### src/rtl/hash_feature_fetch_pkg.sv
// Shared widths and tag/response records for the hash-address feature fetch path.
package hash_feature_fetch_pkg;
  localparam int HASH_ADDR_W = 11;
  localparam int FEAT_W      = 32;
  localparam int LEVEL_W     = 3;

  typedef struct packed {
    logic [LEVEL_W-1:0] level;
    logic               last;
  } fetch_tag_t;

  typedef struct packed {
    logic [FEAT_W-1:0] feat;
    fetch_tag_t        tag;
  } fetch_resp_t;
endpackage

### src/rtl/hash_feature_fetch_if.sv
// Request, SRAM read and feature-return signals of the fetch stage.
// slave = the fetch block's view, master = the encoder/SRAM/consumer side.
interface hash_feature_fetch_if;
  import hash_feature_fetch_pkg::*;

  logic                   in_valid;
  logic                   in_ready;
  logic [63:0]            in_hash_addr;
  logic [LEVEL_W-1:0]     in_level;
  logic                   in_last;
  logic                   mem_rd_en;
  logic [HASH_ADDR_W-1:0] mem_rd_addr;
  logic [FEAT_W-1:0]      mem_rd_data;
  logic                   out_valid;
  logic                   out_ready;
  logic [FEAT_W-1:0]      out_feat;
  logic [LEVEL_W-1:0]     out_level;
  logic                   out_last;
  logic                   err_oob;
  logic [31:0]            req_count;

  modport slave (
    input  in_valid, in_hash_addr, in_level, in_last, mem_rd_data, out_ready,
    output in_ready, mem_rd_en, mem_rd_addr, out_valid, out_feat, out_level, out_last,
    output err_oob, req_count
  );

  modport master (
    output in_valid, in_hash_addr, in_level, in_last, mem_rd_data, out_ready,
    input  in_ready, mem_rd_en, mem_rd_addr, out_valid, out_feat, out_level, out_last,
    input  err_oob, req_count
  );
endinterface

### src/rtl/sync_fifo.sv
// Generic synchronous FIFO, show-ahead read; push on full is accepted only alongside a pop.
// Latency 1 cycle push->visible; no internal backpressure beyond count/empty.
module sync_fifo #(
  parameter int WIDTH = 8,
  parameter int DEPTH = 4
) (
  input  logic                         clk,
  input  logic                         rst,
  input  logic                         push,
  input  logic [WIDTH-1:0]             push_dat,
  input  logic                         pop,
  output logic [WIDTH-1:0]             pop_dat,
  output logic [$clog2(DEPTH+1)-1:0]   count,
  output logic                         empty
);
  localparam int CNT_W = $clog2(DEPTH + 1);
  localparam int PTR_W = (DEPTH > 1) ? $clog2(DEPTH) : 1;

  logic [WIDTH-1:0] mem [DEPTH];
  logic [PTR_W-1:0] wr_ptr, rd_ptr;
  logic             do_push, do_pop;

  assign empty   = (count == '0);
  assign do_pop  = pop && !empty;
  assign do_push = push && ((count != CNT_W'(DEPTH)) || do_pop);
  assign pop_dat = mem[rd_ptr];

  always_ff @(posedge clk) begin
    if (do_push) mem[wr_ptr] <= push_dat;
  end

  always_ff @(posedge clk) begin
    if (rst) begin
      wr_ptr <= '0;
      rd_ptr <= '0;
      count  <= '0;
    end else begin
      if (do_push) wr_ptr <= (wr_ptr == PTR_W'(DEPTH - 1)) ? '0 : wr_ptr + PTR_W'(1);
      if (do_pop)  rd_ptr <= (rd_ptr == PTR_W'(DEPTH - 1)) ? '0 : rd_ptr + PTR_W'(1);
      case ({do_push, do_pop})
        2'b10:   count <= count + CNT_W'(1);
        2'b01:   count <= count - CNT_W'(1);
        default: count <= count;
      endcase
    end
  end
endmodule

### src/rtl/hash_feature_fetch.sv
// Issues feature-table reads for hash addresses and returns words in order; in->out MEM_LAT+1 cycles.
// Credits cover FIFO entries plus in-flight reads, so out_ready stalls never drop SRAM data.
module hash_feature_fetch
  import hash_feature_fetch_pkg::*;
#(
  parameter int MEM_LAT    = 2,
  parameter int FIFO_DEPTH = 4
) (
  input logic                 clk,
  input logic                 rst,
  hash_feature_fetch_if.slave bus
);
  localparam int CNT_W = $clog2(FIFO_DEPTH + 1);

  logic               accept, oob, push, pop, fifo_empty;
  logic [CNT_W-1:0]   fifo_count;
  logic [MEM_LAT-1:0] vld_sr;
  fetch_tag_t         tag_sr [MEM_LAT];
  fetch_resp_t        push_dat, head;
  int unsigned        inflight;
  logic               err_q;
  logic [31:0]        cnt_q;

  always_comb begin
    inflight = 0;
    for (int i = 0; i < MEM_LAT; i++) inflight = inflight + 32'(vld_sr[i]);
  end

  // Free credits = depth minus everything already owed a FIFO slot.
  assign bus.in_ready = !rst && ((32'(fifo_count) + inflight) < $unsigned(FIFO_DEPTH));
  assign accept       = bus.in_valid && bus.in_ready;
  assign oob          = |bus.in_hash_addr[63:HASH_ADDR_W];

  assign bus.mem_rd_en   = accept;
  assign bus.mem_rd_addr = bus.in_hash_addr[HASH_ADDR_W-1:0];

  always_ff @(posedge clk) begin
    if (rst) begin
      vld_sr <= '0;
    end else begin
      vld_sr[0] <= accept;
      for (int i = 1; i < MEM_LAT; i++) vld_sr[i] <= vld_sr[i-1];
    end
  end

  always_ff @(posedge clk) begin
    tag_sr[0] <= '{level: bus.in_level, last: bus.in_last};
    for (int i = 1; i < MEM_LAT; i++) tag_sr[i] <= tag_sr[i-1];
  end

  assign push     = vld_sr[MEM_LAT-1];
  assign push_dat = '{feat: bus.mem_rd_data, tag: tag_sr[MEM_LAT-1]};
  assign pop      = bus.out_valid && bus.out_ready;

  sync_fifo #(
    .WIDTH ($bits(fetch_resp_t)),
    .DEPTH (FIFO_DEPTH)
  ) u_ret_fifo (
    .clk      (clk),
    .rst      (rst),
    .push     (push),
    .push_dat (push_dat),
    .pop      (pop),
    .pop_dat  (head),
    .count    (fifo_count),
    .empty    (fifo_empty)
  );

  // Masked by rst so a stale head is never offered during the reset cycle.
  assign bus.out_valid = !fifo_empty && !rst;
  assign bus.out_feat  = head.feat;
  assign bus.out_level = head.tag.level;
  assign bus.out_last  = head.tag.last;

  always_ff @(posedge clk) begin
    if (rst) begin
      err_q <= 1'b0;
      cnt_q <= '0;
    end else if (accept) begin
      cnt_q <= cnt_q + 32'd1;
      if (oob) err_q <= 1'b1;
    end
  end

  assign bus.err_oob   = err_q;
  assign bus.req_count = cnt_q;
endmodule

### src/flat_wrapper.sv
// flat-port wrapper written by rule: the top's interface ports become plain ports
module hash_feature_fetch_flat import hash_feature_fetch_pkg::*;
#(
  parameter int MEM_LAT    = 2,
  parameter int FIFO_DEPTH = 4
)
  (clk, rst, bus_in_valid, bus_in_hash_addr, bus_in_level, bus_in_last, bus_mem_rd_data, bus_out_ready, bus_in_ready, bus_mem_rd_en, bus_mem_rd_addr, bus_out_valid, bus_out_feat, bus_out_level, bus_out_last, bus_err_oob, bus_req_count);
  hash_feature_fetch_if bus_i ();
  input logic clk;
  input logic rst;
  input wire logic [$bits(bus_i.in_valid)-1:0] bus_in_valid;
  input wire logic [$bits(bus_i.in_hash_addr)-1:0] bus_in_hash_addr;
  input wire logic [$bits(bus_i.in_level)-1:0] bus_in_level;
  input wire logic [$bits(bus_i.in_last)-1:0] bus_in_last;
  input wire logic [$bits(bus_i.mem_rd_data)-1:0] bus_mem_rd_data;
  input wire logic [$bits(bus_i.out_ready)-1:0] bus_out_ready;
  output wire logic [$bits(bus_i.in_ready)-1:0] bus_in_ready;
  output wire logic [$bits(bus_i.mem_rd_en)-1:0] bus_mem_rd_en;
  output wire logic [$bits(bus_i.mem_rd_addr)-1:0] bus_mem_rd_addr;
  output wire logic [$bits(bus_i.out_valid)-1:0] bus_out_valid;
  output wire logic [$bits(bus_i.out_feat)-1:0] bus_out_feat;
  output wire logic [$bits(bus_i.out_level)-1:0] bus_out_level;
  output wire logic [$bits(bus_i.out_last)-1:0] bus_out_last;
  output wire logic [$bits(bus_i.err_oob)-1:0] bus_err_oob;
  output wire logic [$bits(bus_i.req_count)-1:0] bus_req_count;
  assign bus_i.in_valid = bus_in_valid;
  assign bus_i.in_hash_addr = bus_in_hash_addr;
  assign bus_i.in_level = bus_in_level;
  assign bus_i.in_last = bus_in_last;
  assign bus_i.mem_rd_data = bus_mem_rd_data;
  assign bus_i.out_ready = bus_out_ready;
  assign bus_in_ready = bus_i.in_ready;
  assign bus_mem_rd_en = bus_i.mem_rd_en;
  assign bus_mem_rd_addr = bus_i.mem_rd_addr;
  assign bus_out_valid = bus_i.out_valid;
  assign bus_out_feat = bus_i.out_feat;
  assign bus_out_level = bus_i.out_level;
  assign bus_out_last = bus_i.out_last;
  assign bus_err_oob = bus_i.err_oob;
  assign bus_req_count = bus_i.req_count;
  hash_feature_fetch #(.MEM_LAT(MEM_LAT), .FIFO_DEPTH(FIFO_DEPTH)) u_core (.clk(clk), .rst(rst), .bus(bus_i));
endmodule
### config.mk
export PLATFORM = sky130hd
export DESIGN_NAME = hash_feature_fetch_flat
export DESIGN_NICKNAME = d
export VERILOG_FILES = /design/src/rtl/hash_feature_fetch_pkg.sv /design/src/rtl/hash_feature_fetch_if.sv /design/src/rtl/sync_fifo.sv /design/src/rtl/hash_feature_fetch.sv /design/src/flat_wrapper.sv
export SDC_FILE = /design/constraint.sdc
export NUM_CORES = 1
export LEC_CHECK = 0
export BUFFER_PORTS_ARGS = -buffer_cell sky130_fd_sc_hd__clkbuf_2
export CAP_MARGIN = 25
export CORE_ASPECT_RATIO = 0.8
export CORE_MARGIN = 2
export CORE_UTILIZATION = 25
export DETAILED_ROUTE_END_ITERATION = 10
export PLACE_DENSITY_LB_ADDON = 0.3
export SLEW_MARGIN = 20
export SYNTH_ARGS = -nofsm -noshare
export SYNTH_HDL_FRONTEND = slang
export SYNTH_SLANG_ARGS = --single-unit
### constraint.sdc
create_clock -name clk -period 2.9 [get_ports clk]
set_input_delay 0.58 -clock clk [delete_from_list [all_inputs] [get_ports clk]]
set_output_delay 0.58 -clock clk [all_outputs]
set_load 0.02 [all_outputs]
* Word level (Yosys, flattened, before mapping)
Memory sizes are Yosys's and may differ from the RTL's. A register that Yosys moved wholly into a read port is not among the register bits. Index checks and enable logic that the tools add are counted.
Storage, ports and cells: register bits 42, bits in writable memories 152, bits of input ports 104, output and inout port bits 83, word-level logic and storage cells 41, memories 2
Operators by class: $add $sub $neg 7, $lt $le $gt $ge 1, equal/unequal tests 5, multiplexer cells 7, reduce and logical (&&, ||, !) cells 13
Memory list:
- u_core.u_ret_fifo.mem | words 4, width 36, rd ports 1, clocked after Yosys merged registers in 1, write ports 1, line sync_fifo.sv:19 | logic [WIDTH-1:0] mem [DEPTH];
- u_core.tag_sr | words 2, width 4, rd ports 2, clocked after Yosys merged registers in 0, write ports 2, line hash_feature_fetch.sv:18 | fetch_tag_t tag_sr [MEM_LAT];
Operator list (count):
- OR reduction 53 bit | 1
- adder 3 x 32 -> 32 bit | 1
- adder 32 x 1 -> 32 bit (second input constant) | 1
- less-than comparator 32 x 3 -> 1 bit (second input constant) | 1
- two-way mux 2 bit | 4
- == test 2 bit (second input constant) | 3
- logical AND 1 bit | 6
- case mux 3 bit (2 select lines) | 1
- adder 2 x 1 -> 2 bit (second input constant) | 2
- adder 3 x 1 -> 3 bit (second input constant) | 1
- zero test 3 bit | 1
- != test 3 bit (second input constant) | 1
- subtractor 3 x 1 -> 3 bit (second input constant) | 1
- adder 1 x 1 -> 2 bit | 1
- == test 2 x 1 -> 1 bit (second input constant) | 1
- zero test 1 bit | 2
- two-way mux 1 bit | 2
- AND reduction 2 bit | 1
- nonzero test 2 bit | 1
- logical OR 1 bit | 1

* Longest topological paths before layout
Gate-level depths: netlist (run 1).
depth after elaboration 9, mapped depth 9, mapped depth without buffers 9

* Cells and area by module
From an unflattened synthesis (run 1), not the netlist that was laid out.
Unflattened totals: cells, all modules 493, area, all modules 7912.6 sq um
By module, submodules not included:
- sync_fifo | instances 1, cells an instance 251, area an instance 5770.5 sq um, seq. area each 4504.3 sq um
- hash_feature_fetch | instances 1, cells an instance 242, area an instance 2142.1 sq um, seq. area each 860.8 sq um

* Worst setup path before layout (run 1)
Ideal clock, no wire load.
path kind input -> register, from in rst, to mem u_core.u_ret_fifo.mem[0][0] in the netlist's numbering (enable), library setup time 0.397 ns, data arrival time 2.031 ns, data required time 2.503 ns, setup slack 0.473 ns, stages on the path 5, path buffers 1, path through buf_6 -> nand2b_1 -> nand2_1 -> o21a_1 -> and2_1
Between the ends: cells in the longest elaborated chain, start to end 8
Ends and longest elaborated chain:
- start, declared | line flat_wrapper.sv:10 | input logic rst;
- zero test 1 bit | line hash_feature_fetch.sv:70 | assign bus.out_valid = !fifo_empty && !rst;
- logical AND 1 bit | line hash_feature_fetch.sv:70
- logical AND 1 bit | line hash_feature_fetch.sv:53 | assign pop = bus.out_valid && bus.out_ready;
- logical AND 1 bit | line sync_fifo.sv:24 | assign do_pop = pop && !empty;
- logical OR 1 bit | line sync_fifo.sv:25 | assign do_push = push && ((count != CNT_W'(DEPTH)) || do_pop);
- logical AND 1 bit | line sync_fifo.sv:25
- two-way mux 1 bit | line sync_fifo.sv:29 | if (do_push) mem[wr_ptr] <= push_dat;
- two-way mux 1 bit (not written as such) | line sync_fifo.sv:29
- end, declared | line sync_fifo.sv:19
Every way passes these cells.

* Final worst setup path (run 1)
from reg u_core.vld_sr[1], to out bus_in_ready
Between the ends: cells in the longest elaborated chain, start to end 4
Ends and longest elaborated chain:
- start, declared | line hash_feature_fetch.sv:17 | logic [MEM_LAT-1:0] vld_sr;
- start signal, assigned | line hash_feature_fetch.sv:39 | vld_sr <= '0;
- adder 1 x 1 -> 2 bit | line hash_feature_fetch.sv:26 | for (int i = 0; i < MEM_LAT; i++) inflight = inflight + 32'(vld_sr[i]);
- adder 3 x 32 -> 32 bit | line hash_feature_fetch.sv:30 | assign bus.in_ready = !rst && ((32'(fifo_count) + inflight) < $unsigned(FIFO_DEPTH));
- less-than comparator 32 x 3 -> 1 bit | line hash_feature_fetch.sv:30
- logical AND 1 bit | line hash_feature_fetch.sv:30
- end, declared | line flat_wrapper.sv:17 | output wire logic [$bits(bus_i.in_ready)-1:0] bus_in_ready;
Every way passes these cells.

==> summary.txt, run 1 <==
Logic synthesis
  • Sequential fraction of the synthesis area: 0.701
  • Ys async rst share: 0
  • Mapped Area: 0.00766 mm^2
  • Syn Inst Count: 467
  • Unique masters post-synth: 42
  • Synthesized flop and latch total: 196
  • Number of synthesized flops with an enable pin: 144
  • Syn nets: 580
  • Primary FF master, synth: edfxtp_1
  • Syn avg cell area: 16.4 um^2
  • Yosys warning count: 0

Worst setup path
  • CP endpoint kind: output port
  • Worst path required time: 2.32 ns
  • Crit-path max cell delay: 0.35 ns
  • Critical Path Start Type: flip-flop
  • Worst-path cell chain: ha_1 > ha_1 > and3_1 > nor4_1 > clkbuf_2
  • Setup CP Type: reg2out
  • Most used cell, CP: ha_1
  • Max FO, Critical Path: 7
  • Crit path DAT: 2.19 ns
  • CP max-delay cell: dfxtp_1

Clock network
  • Hold buffers post-CTS: 0
  • Setup bufs post-CTS: 0
  • Clk sinks: 196
  • Total CTS buffers: 17
  • Root Buffer Master: clkbuf_16
  • CTS tree: yes
  • Clk slew on worst S/H paths: 0.07 ns
  • CTS Buffer Depth: 2
  • Post-CTS Resized: 0
  • Htree depth: 4
  • Clock latency on the worst-skew pair: 0.44 ns

STA
  • Fin Hold WS: 0.239 ns
  • Setup TNS: 0 ns
  • Post-layout minimum cycle time: 2.77 ns
  • Max Clock Skew: 0.0111 ns
  • Final Max Slew Viols: 0
  • RSZ-0062 raised after global routing: false
  • FMAX: 361 MHz
  • Count of final setup violators: 0
  • Period utilisation layout: 0.955
  • Worst rel slew slack: 0.627
  • Fin. Hold Viols: 0
  • Actual slew at the worst max-slew pin: 0.559 ns

Floorplanning
  • DIE HEIGHT: 161 um
  • Die area: 0.0321 mm^2
  • Num ports: 187
  • Die W: 200 um
  • Core area: 0.0302 mm^2
  • Starting Density: 0.253
  • Row count: 57

Hold path
  • Hold Crit Class: in2reg

Finish
  • Nets: 746
  • Layout cells sized above 1: 0.398
  • Antenna cell count: 0
  • Syn-to-layout area delta: 24.5%

Placed design
  • Buffers on Ports: 164
  • Final weighted congestion of routability-driven global placement: 0.762
  • Post-DP HPWL: 10200 um

Detailed routing
  • DRT Wirelength: 16000 um
  • Via count: 4469
  • Final ANT Viol Nets: 0
  • Remaining DRCs: 0
  • TritonRoute pass-1 iters: 4
  • First DRT Iteration DRCs: 210
  • Routed len/inst: 15.1 um
  • DR vias/cell: 4.22

Power
  • VDD IR-drop max: 0.388 mV
  • Lkg Pwr: 3.34 nW
  • Pwr dens: 636 mW/mm^2

Global routing
  • Initial antenna violation count: 1
  • First-pass GRT wire length: 25100 um
  • Largest net degree at the start of global routing: 38
  • Total congestion overflow: 0
  • Vias in the first global route: 4376
  • Gr usage total: 0.104

Status
  • Status: complete, no violations

Flow run
  • Maxcap violations: 0
-- where the power goes --
group / total, mW / leakage, nW / switching (mW) / internal [mW]
clock: 2.26 / 0.276 / 1.13 / 1.14
sequential: 3.09 / 1.72 / 0.0317 / 3.06
combinational: 0.701 / 1.34 / 0.392 / 0.309
-- path summary, 6_finish.rpt --
check	cells after the start	to	slack (ns)	start
max	5	bus_in_ready	0.13	u_core.vld_sr[1]$_SDFF_PP0_
max reg2reg	8	u_core.bus.req_count[29]$_SDFFE_PP0P_	0.58	u_core.vld_sr[1]$_SDFF_PP0_
min reg2reg	0	u_core.tag_sr[0][7]$_DFF_P_	0.33	u_core.tag_sr[0][3]$_DFF_P_
min	1	u_core.tag_sr[0][3]$_DFF_P_	0.24	bus_in_level[2]
-- through the flow --
stage	utilization	worst slack, ns	power, mW	instances	cell area, um^2
2_1_floorplan	-	0.473	3.64	467	7660
3_3_place_gp	0.297	0.484	3.88	1027	8970
3_5_place_dp	0.297	0.497	3.88	1027	8970
4_1_cts	0.315	0.0752	6.17	1059	9530
5_1_grt	0.315	0.0233	6.34	1059	9530
6_report	0.315	0.132	6.06	1059	9530
-- critical path: cells and delay by family, from the launching register on --
kind                       cells  cell delay (ns)
buffers and inverters          1             0.26
adders and majority gates      2             0.47
DFF                            1             0.35
and+or+nand+nor                2             0.68
-- state kept, by name, summed over array words and instances (netlist names), named ones only --
signal	count
u_core.bus.err_oob	1
u_core.u_ret_fifo.rd_ptr	2
u_core.u_ret_fifo.wr_ptr	2
u_core.u_ret_fifo.mem	144
u_core.bus.req_count	32
u_core.tag_sr	8
u_core.vld_sr	2
u_core.u_ret_fifo.count	3
-- Yosys cell counts (all sizes together), types with 2 or more instances --
| cell | count | area (um^2) |
|---|---|---|
| a21oi | 8 | 40.0 |
| clkbuf | 10 | 37.5 |
| and2 | 6 | 37.5 |
| mux4 | 36 | 811 |
| and3 | 3 | 18.8 |
| ha | 8 | 100 |
| and4 | 3 | 26.3 |
| nor3 | 5 | 30.0 |
| mux2i | 2 | 20.0 |
| nand2b | 3 | 18.8 |
| nor2b | 4 | 25.0 |
| dfxtp | 52 | 1040 |
| nand3 | 11 | 55.1 |
| nand4 | 21 | 138 |
| nor2 | 46 | 189 |
| or3 | 4 | 25.0 |
| o21ai | 6 | 30.0 |
| nand2 | 16 | 60.1 |
| inv | 4 | 15.0 |
| nor4 | 17 | 113 |
| or2 | 2 | 12.5 |
| edfxtp | 144 | 4320 |
| xnor2 | 5 | 43.8 |
| buf | 18 | 131 |
| xor2 | 23 | 201 |
-- kinds of logic (layout without fill, tap and decap cells) --
| kind of cell | count (synthesis) | after routing | share of synthesized area |
|---|---|---|---|
| AOI/OAI and AO/OA | 20 | 20 | 0.0150 |
| xor gates and xnor gates | 28 | 28 | 0.0320 |
| adders and majority gates | 9 | 9 | 0.0157 |
| buffers and inverters | 32 | 211 | 0.0240 |
| DFF | 196 | 196 | 0.701 |
| muxes | 38 | 38 | 0.108 |
| and+or+nand+nor | 144 | 144 | 0.104 |
-- final cells by class --
class,count,area [um^2]
Fill cell,3043,20700
Sequential cell,196,5370
Inverter,4,15.0
Multi-Input combinational cell,239,2110
Timing Repair Buffer,175,953
Clock inverter,15,141
Clock buffer,17,425
Tap cell,413,517
-- layer usage --
metal | track usage | vias to the layer above | share of wire
met5 | 0 | - | 0
li1 | - | 2126 | -
met2 | 0.155 | 130 | 0.45
met4 | 0.0407 | 0 | 0.017
met3 | 0.0307 | 26 | 0.069
met1 | 0.142 | 2187 | 0.47
-- placed cells by master, fill, tap and decap left out, types with 3 or more instances in the layout --
cell type,count
and3_1,3
mux4_2,36
xnor2_1,5
nand3_1,11
nor2b_1,4
nor3_1,4
clkbuf_16,17
o21ai_0,6
dfxtp_1,50
nand2b_1,3
xor2_1,23
edfxtp_1,144
nand2_1,16
a21oi_1,8
nand4_1,20
buf_4,7
or3_1,4
clkbuf_2,164
inv_1,4
clkinv_4,3
inv_8,5
buf_12,4
nor2_1,45
and2_2,4
ha_1,8
nor4_1,16
and4_1,3
Note: power is estimated with default switching activity, not from simulation.
==> run 2: changes to the inputs <==
Settings changed: ABC_AREA from default to 1.
==> run 2 against run 1 <==
- clock power rose by 4%
- sequential cell count did not move
- critical path type unchanged
- critical endpoint is now bus_out_feat[27]
- global-route usage rose by 1.5 points
- cell count rose by 35%
- combinational power fell by 4.1%
- largest power group unchanged
- worst hold slack got worse by 0.0018 ns
- non-clock buffer count rose by 4
- utilization fell by 0.14 points
- clock skew fell by 0.0022 ns
==> summary.txt, run 2 <==
Finish
  • Finished Core Util: 0.314 (-0.00142)
  • Multi-input logic area: 0.00257 mm^2 (+22%)
  • Layout cells sized above 1: 0.234 (-0.163)
  • Register with the most flip-flops: u_core.u_ret_fifo.mem
  • Most frequent cells in the layout: nor2_1, clkbuf_2, nand2_1, edfxtp_1, o21ai_0
  • Largest register FFs: 144 (unchanged)
  • Seq. cell area: 0.00537 mm^2 (about the same)
  • Commonest non-fill, non-tap cell in the layout: nor2_1
  • Syn-to-layout area delta: 23.3%
  • Nets: 1098 (+47%)
  • Layout filler cell count: 3396 (+12%)

Worst setup path
  • Max FO, Critical Path: 60 (+53)
  • CP endpoint kind: output port
  • Worst-path cell chain: inv_2 > buf_12 > nor2_1 > o22ai_1 > clkbuf_2
  • CP max-delay cell: dfxtp_2
  • Setup CP Type: reg2out
  • Worst path required time: 2.32 ns (about the same)
  • Crit path DAT: 2.04 ns (-0.15 ns)
  • Crit-path max cell delay: 0.44 ns (+0.09 ns)
  • Reg2Reg Setup Slack: 0.77 ns (+0.19 ns)
  • Critical Path Start Type: flip-flop

Global routing
  • Initial antenna violation count: 0 (-1)
  • Vias in the first global route: 6000 (+37%)
  • First-pass GRT wire length: 32300 um (+29%)
  • Total congestion overflow: 0 (unchanged)
  • Gr usage total: 0.119 (+0.0152)
  • Largest net degree at the start of global routing: 61 (+61%)

Clock network
  • Clk slew on worst S/H paths: 0.07 ns (about the same)
  • Clock latency on the worst-skew pair: 0.44 ns (about the same)
  • CTS tree: yes
  • Root Buffer Master: clkbuf_16
  • CTS Buffer Depth: 2 (unchanged)
  • Setup bufs post-CTS: 0 (unchanged)
  • Post-CTS Resized: 0 (unchanged)
  • Htree depth: 4 (unchanged)
  • Clk sinks: 196 (unchanged)
  • Hold buffers post-CTS: 0 (unchanged)
  • Total CTS buffers: 17 (unchanged)

Floorplanning
  • Num ports: 187 (unchanged)
  • Row count: 59 (+3.5%)
  • Die W: 208 um (+4.1%)
  • Die area: 0.0347 mm^2 (+8.3%)
  • Starting Density: 0.255 (+0.00132)
  • DIE HEIGHT: 167 um (+4.0%)
  • Core area: 0.0326 mm^2 (+7.9%)

Placed design
  • DP Worst Slack: 0.544 ns (+0.0469 ns)
  • Final weighted congestion of routability-driven global placement: 0.801 (+5.1%)
  • Post-DP HPWL: 13600 um (+33%)
  • Buffers on Ports: 164 (unchanged)

Logic synthesis
  • Mapped Area: 0.00831 mm^2 (+8.5%)
  • Primary FF master, synth: edfxtp_1
  • Syn nets: 941 (+62%)
  • Multiplexer share of the synthesized area: 0 (-0.108)
  • Post-Synth Simple-Gate Area: 0.185 (+0.0809)
  • Yosys warning count: 0 (unchanged)
  • Synth top cells by count: nor2_1, nand2_1, edfxtp_1
  • Top-count cell post-synth: nor2_1
  • Number of synthesized flops with an enable pin: 144 (unchanged)
  • Largest area contributor in the netlist: edfxtp_1
  • Syn Inst Count: 828 (+77%)
  • Ys async rst share: 0 (unchanged)
  • Synth area leaders: edfxtp_1, dfxtp_1, nor2_1
  • Sequential fraction of the synthesis area: 0.646 (-0.0547)
  • Synth top area share: 0.521 (-0.0441)
  • Post-Synth Adder-Cell Area: 0.0145 (-0.00122)
  • Main combinational cell family by area after synthesis: simple AND/OR/NAND/NOR gates
  • Synth Area in XOR/XNOR: 0.00738 (-0.0246)
  • Synth Area in Compound Gates: 0.0991 (+0.0841)
  • Unique masters post-synth: 35 (-17%)
  • Synthesized flop and latch total: 196 (unchanged)
  • Syn avg cell area: 10.0 um^2 (-39%)

STA
  • Post-layout minimum cycle time: 2.62 ns (-0.152 ns)
  • Count of final setup violators: 0 (unchanged)
  • Final Max Slew Viols: 0 (unchanged)
  • RSZ-0062 raised after global routing: false
  • Worst rel slew slack: 0.654 (+0.0262)
  • Actual slew at the worst max-slew pin: 0.519 ns (-0.0393 ns)
  • FMAX: 382 MHz (+5.8%)
  • Max Clock Skew: 0.00890 ns (-0.00219 ns)
  • Fin. Hold Viols: 0 (unchanged)
  • Period utilisation layout: 0.902 (-0.0523)
  • Fin Hold WS: 0.237 ns (-0.00182 ns)
  • Worst setup margin: 0.283 ns (+0.152 ns)

Flow run
  • Maxcap violations: 0 (unchanged)

Detailed routing
  • Via count: 6100 (+36%)
  • DRT Wirelength: 20000 um (+25%)
  • DR vias/cell: 4.28 (+1.4%)
  • Final ANT Viol Nets: 0 (unchanged)
  • First DRT Iteration DRCs: 410 (+95%)
  • Remaining DRCs: 0 (unchanged)
  • TritonRoute pass-1 iters: 5 (+1)
  • Routed len/inst: 14.0 um (-7.0%)

Power
  • VDD IR-drop max: 0.368 mV (-5.3%)
  • Lkg Pwr: 3.75 nW (+12%)
  • Pwr dens: 597 mW/mm^2 (-6.0%)

Status
  • Status: complete, no violations

Hold path
  • Hold Crit Class: in2reg
-- run 2: layer usage --
metal	vias up	global-route usage	part of all wire	wire [um]
met5	-	0	0	0
met2	143	0.180	0.44	8880
met3	24	0.0373	0.053	1060
li1	3124	-	-	-
met1	2809	0.162	0.48	9680
met4	0	0.0410	0.020	409
-- run 2: worst paths after layout --
kind	startpoint	endpoint	cells past startpoint
worst max-delay path	flip-flop	bus_out_feat[27]	5
worst min-delay path	bus_in_level[0]	u_core.tag_sr[0][1]$_DFF_P_	1
worst max register to register	u_core.u_ret_fifo.count[2]$_SDFFE_PP0P_	u_core.u_ret_fifo.mem[2][26]$_DFFE_PP_	7
worst min register to register	u_core.tag_sr[0][2]$_DFF_P_	u_core.tag_sr[0][6]$_DFF_P_	0
-- run 2: final cells by class --
type                    instances  area share
flip-flops and latches        196       0.524
multi-input cells             540       0.251
repair buffers                179      0.0960
well taps                     427      0.0522
clock buffers                  17      0.0415
inverters                      51      0.0187
clock inverters                15      0.0161
diodes                          1    0.000244
-- run 2: through the flow --
| stage | total power, mW | instance area (um^2) | cells | TNS, ns |
|---|---|---|---|---|
| after CTS | 6.21 | 10200 | 1425 | 0 |
| after detailed placement | 3.84 | 9650 | 1393 | 0 |
| after global placement | 3.84 | 9650 | 1393 | 0 |
| final | 6.12 | 10200 | 1426 | 0 |
| after global routing | 6.39 | 10200 | 1425 | 0 |
| after floorplan | 3.56 | 8310 | 828 | -41.20 |
-- run 2: report_power, final --
part / switching, mW / internal, mW
logic: 0.453 / 0.219
registers: 0.0365 / 3.06
clock network: 1.13 / 1.23
total: 1.62 / 4.50
-- run 2: logic make-up after synthesis --
logic type	Yosys count
flops	196
simple gates	372
fa+ha+maj	9
xor+xnor	7
buf+inv	92
compound gates	152
-- run 2: critical path, delay by kind of cell, from the launching register on --
family | cells | cell delay (ns)
buf+inv | 3 | 0.75
compound gates | 1 | 0.29
flops | 1 | 0.44
simple gates | 1 | 0.08
